--- src/rtl/arb_pkg.sv ---
// -----------------------------------------------------------------------------
// arb_pkg
//   Shared constants and helpers for the N-input valid/data arbiter.
//
//   ARB_MODE_FIXED / ARB_MODE_RR : values for the arbiter RR_MODE parameter.
//   ARB_MAX_REQ                  : largest supported number of requesters.
//   clog2()                      : ceiling log2, used to size requester IDs.
// -----------------------------------------------------------------------------
package arb_pkg;

  localparam int ARB_MODE_FIXED = 0;
  localparam int ARB_MODE_RR    = 1;
  localparam int ARB_MAX_REQ    = 16;

  // Ceiling log2 usable in constant expressions; clog2(1) = 0.
  function automatic int clog2(input int value);
    int result;
    result = 0;
    while ((1 << result) < value) result++;
    return result;
  endfunction

endpackage

--- src/rtl/arb_pick.sv ---
// -----------------------------------------------------------------------------
// arb_pick
//   Purely combinational grant picker. Returns the first set bit of req,
//   scanning upward from index start and wrapping modulo NUM_REQ.
//
//   Ports:
//     req     in   NUM_REQ  request vector
//     start   in   ID_W     index that has highest priority this cycle
//     grant   out  ID_W     selected requester (0 when no request)
//     any_req out  1        at least one request is present
// -----------------------------------------------------------------------------
module arb_pick #(
  parameter int NUM_REQ = 4,
  parameter int ID_W    = 2
) (
  input  logic [NUM_REQ-1:0] req,
  input  logic [ID_W-1:0]    start,
  output logic [ID_W-1:0]    grant,
  output logic               any_req
);

  logic [2*NUM_REQ-1:0] req_dbl;
  logic [NUM_REQ-1:0]   req_rot;
  logic [ID_W-1:0]      rot_idx;
  logic [ID_W:0]        grant_sum;

  // Rotate right by start: bit k of req_rot is req[(start + k) % NUM_REQ].
  assign req_dbl = {req, req} >> start;
  assign req_rot = req_dbl[NUM_REQ-1:0];

  // Lowest set bit of the rotated vector. Scanning downward lets the last
  // assignment win, which is the lowest index.
  // NOTE: every always_comb output gets a default first so no path can
  // leave it unassigned, which would otherwise infer a latch.
  always_comb begin
    rot_idx = '0;
    for (int k = NUM_REQ - 1; k >= 0; k--) begin
      if (req_rot[k]) rot_idx = ID_W'(k);
    end
  end

  // Rotate back: grant = (start + rot_idx) mod NUM_REQ. Both operands are
  // below NUM_REQ, so a single conditional subtract is enough.
  always_comb begin
    grant_sum = {1'b0, start} + {1'b0, rot_idx};
    if (grant_sum >= (ID_W+1)'(NUM_REQ)) begin
      grant_sum = grant_sum - (ID_W+1)'(NUM_REQ);
    end
    grant = grant_sum[ID_W-1:0];
  end

  assign any_req = |req;

endmodule

--- src/rtl/arbiter_rr_n.sv ---
// -----------------------------------------------------------------------------
// arbiter_rr_n
//   Merges NUM_REQ valid/data request channels into one registered output
//   channel with a ready handshake. Policy is round-robin (RR_MODE = 1) or
//   fixed priority with index 0 highest (RR_MODE = 0). NUM_REQ legal range
//   is 2..ARB_MAX_REQ.
//
//   Ports:
//     clk        in   1               rising-edge clock
//     reset      in   1               asynchronous, active-high reset
//     in_valid   in   NUM_REQ         per-requester valid
//     in_data    in   NUM_REQ*DATA_W  payloads, requester i at [i*DATA_W +: DATA_W]
//     out_stall  out  NUM_REQ         requester must hold valid/data while high
//     out_valid  out  1               output register holds a beat
//     out_data   out  DATA_W          registered payload
//     out_id     out  ID_W            requester that supplied out_data
//     out_ready  in   1               consumer takes the beat when valid && ready
// -----------------------------------------------------------------------------
module arbiter_rr_n
  import arb_pkg::*;
#(
  parameter  int NUM_REQ = 4,
  parameter  int DATA_W  = 8,
  parameter  int RR_MODE = ARB_MODE_RR,
  localparam int ID_W    = clog2(NUM_REQ)
) (
  input  logic                      clk,
  input  logic                      reset,
  input  logic [NUM_REQ-1:0]        in_valid,
  input  logic [NUM_REQ*DATA_W-1:0] in_data,
  output logic [NUM_REQ-1:0]        out_stall,
  output logic                      out_valid,
  output logic [DATA_W-1:0]         out_data,
  output logic [ID_W-1:0]           out_id,
  input  logic                      out_ready
);

  logic [ID_W-1:0]   rr_ptr;
  logic [ID_W-1:0]   pick_start;
  logic [ID_W-1:0]   grant;
  logic [ID_W-1:0]   next_ptr;
  logic [DATA_W-1:0] grant_data;
  logic              any_req;
  logic              drain;
  logic              can_load;
  logic              accept;

  // Fixed priority always scans from requester 0; the pointer is ignored.
  assign pick_start = (RR_MODE == ARB_MODE_RR) ? rr_ptr : '0;

  arb_pick #(
    .NUM_REQ (NUM_REQ),
    .ID_W    (ID_W)
  ) u_pick (
    .req     (in_valid),
    .start   (pick_start),
    .grant   (grant),
    .any_req (any_req)
  );

  // Output register can take a new beat when empty or when its current
  // beat leaves this very cycle, giving one beat per cycle under ready.
  assign drain    = out_valid && out_ready;
  assign can_load = !out_valid || out_ready;
  assign accept   = can_load && any_req;

  assign grant_data = in_data[grant*DATA_W +: DATA_W];

  // Pointer moves just past the winner so it drops to lowest priority.
  assign next_ptr = (grant == ID_W'(NUM_REQ - 1)) ? '0 : grant + 1'b1;

  // Every requester is stalled except the one accepted this cycle;
  // non-requesters never see stall because the base is in_valid itself.
  always_comb begin
    out_stall = in_valid;
    if (accept) out_stall[grant] = 1'b0;
  end

  // NOTE: state registers use non-blocking assignments so every flop
  // samples pre-edge values regardless of statement order.
  always_ff @(posedge clk or posedge reset) begin
    if (reset) begin
      out_valid <= 1'b0;
      out_data  <= '0;
      out_id    <= '0;
      rr_ptr    <= '0;
    end else begin
      if (accept) begin
        out_valid <= 1'b1;
        out_data  <= grant_data;
        out_id    <= grant;
        if (RR_MODE == ARB_MODE_RR) rr_ptr <= next_ptr;
      end else if (drain) begin
        // Data and ID keep their last values once the beat has left.
        out_valid <= 1'b0;
      end
    end
  end

endmodule
--- config.mk ---
export PLATFORM = sky130hd
export DESIGN_NAME = arbiter_rr_n
export DESIGN_NICKNAME = d
export VERILOG_FILES = /design/src/rtl/arb_pkg.sv /design/src/rtl/arb_pick.sv /design/src/rtl/arbiter_rr_n.sv
export SDC_FILE = /design/constraint.sdc
export NUM_CORES = 1
export LEC_CHECK = 0
export ABC_CLOCK_PERIOD_IN_PS = 6100
export CORE_MARGIN = 2
export CORE_UTILIZATION = 45
export CTS_CLUSTER_SIZE = 16
export DETAILED_ROUTE_END_ITERATION = 8
export PLACE_DENSITY = 0.85
export SLEW_MARGIN = 20
export SYNTH_ARGS = -nofsm -noshare
export SYNTH_HDL_FRONTEND = slang
export SYNTH_SLANG_ARGS = --single-unit
--- constraint.sdc ---
create_clock -name clk -period 6.1 [get_ports clk]
set_input_delay 1.525 -clock clk [delete_from_list [all_inputs] [get_ports clk]]
set_output_delay 1.525 -clock clk [all_outputs]
set_load 0.03 [all_outputs]
==> results.md <==
- Cell variety after synth: 40
- GR Util All Layers: 0.215
- Max_slew headroom: 0.629
- Worst Reg-to-Reg Cells: 9
- CTS Hold Bufs: 0
- Critical path arrival: roughly 4.3 ns
- Final min period: between 5 and 6 ns
- Drt total wl: roughly 3200 um
- Clock Skews: between 0.004 and 0.005 ns
- Via/cell ratio: between 5 and 6
- Final setup TNS: 0 ns
- Post-layout util: 0.708
- Int Power: a little over 500 uW
- Final HPWL DP: around 2600 um
- Power share of the clock group: 0.055
- Vert. Die Dim: approximately 56 um
- Clock H-tree levels: 1
- Area grow syn2layout: 47.3%
- Worst skew pair latency: 0.27 ns
- PortBufs: 53
- Clock sinks: 13
- RSZ-0062 raised after global routing: no
- Post-synth EDFFs: 0
- Req. time, crit path: between 4 and 5 ns
- Combinational Power Share: 0.773
- Run status: completed
- Post-Syn Area: 1210 um^2
- Post-synth ARST share: 1.00
- Avg WL per Cell: roughly 15 um
- Synth area leader: dfrtp_1
- Vias: 1176
- Hold Path Stages: 2
- Crit-path max FO: 6
- Worst setup SP type: input pin
- Final Hold Fails: 0
- # DRC: 0
- Largest net degree at the start of global routing: 34
- First-pass GRT wire length: between 5000 and 6000 um
- CTS tree: done
- Worst Max-Slew Pin Slew: 0.555 ns
- Die width: ~56 um
- Sw Share: 0.482
- Max Freq: about 0.17 GHz
- Sequential power share: 0.172
- Cell Rows: 18
- Power Dens Cells: between 500 and 600 nW/um^2
- Longest Clk Path Bufs: 2
- Starting Density: 0.481
- Top FF cell, synth: dfrtp_1
- Post-synth top area share: 0.268
- #FFs+latches synth: 13
- Final net count: between 200 and 250
- N_diodes: 0
- Post-DRT Antenna Nets: 0
- IO Pins: 54
- Cts bufs inserted: 3
- Tcrit/Tclk final: 0.957
- Core area: roughly 2500 um^2
- Drt pass-1 iters: 4
- Yosys warnings: 0
- Layout cells sized above 1: 0.207
- Leading post-synthesis cells by cell area: dfrtp_1 27%, and2b_2 11%, a2111oi_1 6.6%, a221oi_1 5.8%, nand2_1 5.3%
- Final RePlAce weighted congestion: 0.855
- Initial antenna violation count: 0
- Peak supply drop: ~0.00034 V
- Psw: ~470 uW
- Multi-input gate area: between 800 and 900 um^2
- Register area: between 300 and 400 um^2
- GRT overflow: 0
- DR iter-0 viols: 21
- Die ar.: around 3100 um^2
- Final hold slack: 0.483 ns
- Setup-failing EPs final: 0
- Root Buffer: clkbuf_4
- Worst Hold Class: reg2reg
- Synthesized netlist net count: between 150 and 200
- Layout fillers: 206
- Sequential-to-total area share from yosys stat: 0.268
- Leak: a little over 0.0007 uW
- Maxcap violations: 0
- Clock slew at reported path FFs: roughly 0.080 ns
- Vias in the first global route: between 1k and 1.5k
- Avg Cell Area, Syn: between 9 and 10 um^2
- Mapped Cells: approximately 130
- Setup crit end kind: primary output
- Pins Over Slew Limit: 0
- CP Class: in2out
cell usage in the layout, fill, tap and decap left out, drive strengths merged:
cell           Yosys  routed
clkdlybuf4s50      0      50
nand2             18      18
and2b             17      17
dfrtp             13      13
o31ai              9       9
a221oi             8       8
a2111oi            8       8
o21ai              6       6
buf                3       4
a31oi              4       4
clkbuf             4       4
nand2b             3       3
inv                3       3
dlymetal6s2s       0       3
nor2               3       3
o21a               3       3
ha                 3       3
nor2b              2       2
nor3b              2       2
nand3              2       2
nor3               2       2
a21boi             2       2
mux2i              1       1
xnor2              1       1
or3                1       1
xor2               1       1
nand4              1       1
nor4               1       1
o22ai              1       1
o311ai             1       1
o221ai             1       1
o31a               1       1
worst max-delay path, stage by stage:
cell and delay [ns]:
clkdlybuf4s50_1 0.58, inv_1 0.10, o311ai_0 0.26, o21ai_0 0.16
o221ai_1 0.14, ha_2 0.30, xor2_2 0.24, nand4_2 0.15
nand2_2 0.14, a31oi_1 0.10, clkdlybuf4s50_1 0.62
kinds of logic (layout without fill, tap and decap cells):
family,after synthesis,after routing,synth area share
xor gates and xnor gates,2,2,0.0145
buffers and inverters,10,64,0.0743
muxes,1,1,0.00826
and+or+nand+nor,52,52,0.288
adders and majority gates,3,3,0.0310
AOI/OAI and AO/OA,44,44,0.316
DFF,13,13,0.268
final timing paths:
path | startpoint | slack [ns] | endpoint
max | in_valid[3] | 0.26 | out_stall[3]
min | out_id[0]$_DFFE_PP0P_ | 0.48 | out_id[0]$_DFFE_PP0P_
max reg2reg | pick_start[0]$_DFFE_PP0P_ | 3.27 | out_data[7]$_DFFE_PP0P_
min reg2reg | out_id[0]$_DFFE_PP0P_ | 0.48 | out_id[0]$_DFFE_PP0P_
max in group asynchronous | reset | 4.20 | out_data[7]$_DFFE_PP0P_
min in group asynchronous | reset | 1.56 | out_data[2]$_DFFE_PP0P_
metrics by stage:
step	power [uW]	setup WS (ns)	area, um^2	cells
6_report	978	0.262	1790	209
5_1_grt	1050	0.0447	1790	209
4_1_cts	966	0.0581	1760	209
2_1_floorplan	729	0.965	1210	125
3_3_place_gp	889	0.183	1730	205
3_5_place_dp	911	0.0695	1730	205
cell usage after synthesis, types with 2 or more instances:
| master | number |
|---|---|
| nor2_1 | 3 |
| nor2b_1 | 2 |
| ha_1 | 3 |
| o21ai_0 | 4 |
| nand2_1 | 17 |
| a31oi_1 | 3 |
| nor3b_1 | 2 |
| buf_6 | 3 |
| a2111oi_1 | 8 |
| clkbuf_8 | 3 |
| a221oi_1 | 8 |
| inv_1 | 3 |
| and2b_4 | 2 |
| nand2b_1 | 3 |
| o21a_1 | 2 |
| dfrtp_1 | 13 |
| nand3_1 | 2 |
| o31ai_1 | 8 |
| and2b_2 | 15 |
power groups by stage:
stage / clock network [uW] / logic, uW / registers, uW
2_1_floorplan: 0 / 510 / 219
3_3_place_gp: 0 / 725 / 164
3_5_place_dp: 0 / 742 / 168
4_1_cts: 54.7 / 745 / 166
5_1_grt: 59.2 / 818 / 175
6_report: 53.9 / 756 / 168
area by class of cell:
| class | instances | share of cell area |
|---|---|---|
| flip-flops and latches | 13 | 0.182 |
| multi-input cells | 102 | 0.458 |
| inverters | 3 | 0.00631 |
| clock buffers | 4 | 0.0147 |
| repair buffers | 57 | 0.318 |
| well taps | 30 | 0.0210 |
state kept, by name (all words and copies together) (netlist names):
name	cells
out_id	2
out_data	8
out_valid	1
pick_start	2
metal layers:
metal	part of all wire	track usage
met5	0	0
met1	0.44	0.279
met2	0.51	0.384
met4	0.020	0.0578
met3	0.032	0.0163
repair_timing:
item | 4_1_cts | 5_1_grt
endpoints found under the setup margin | 0 | 4
gates resized for setup | 0 | 7
setup buffers | 0 | 0
(Power assumes the default switching activity.)
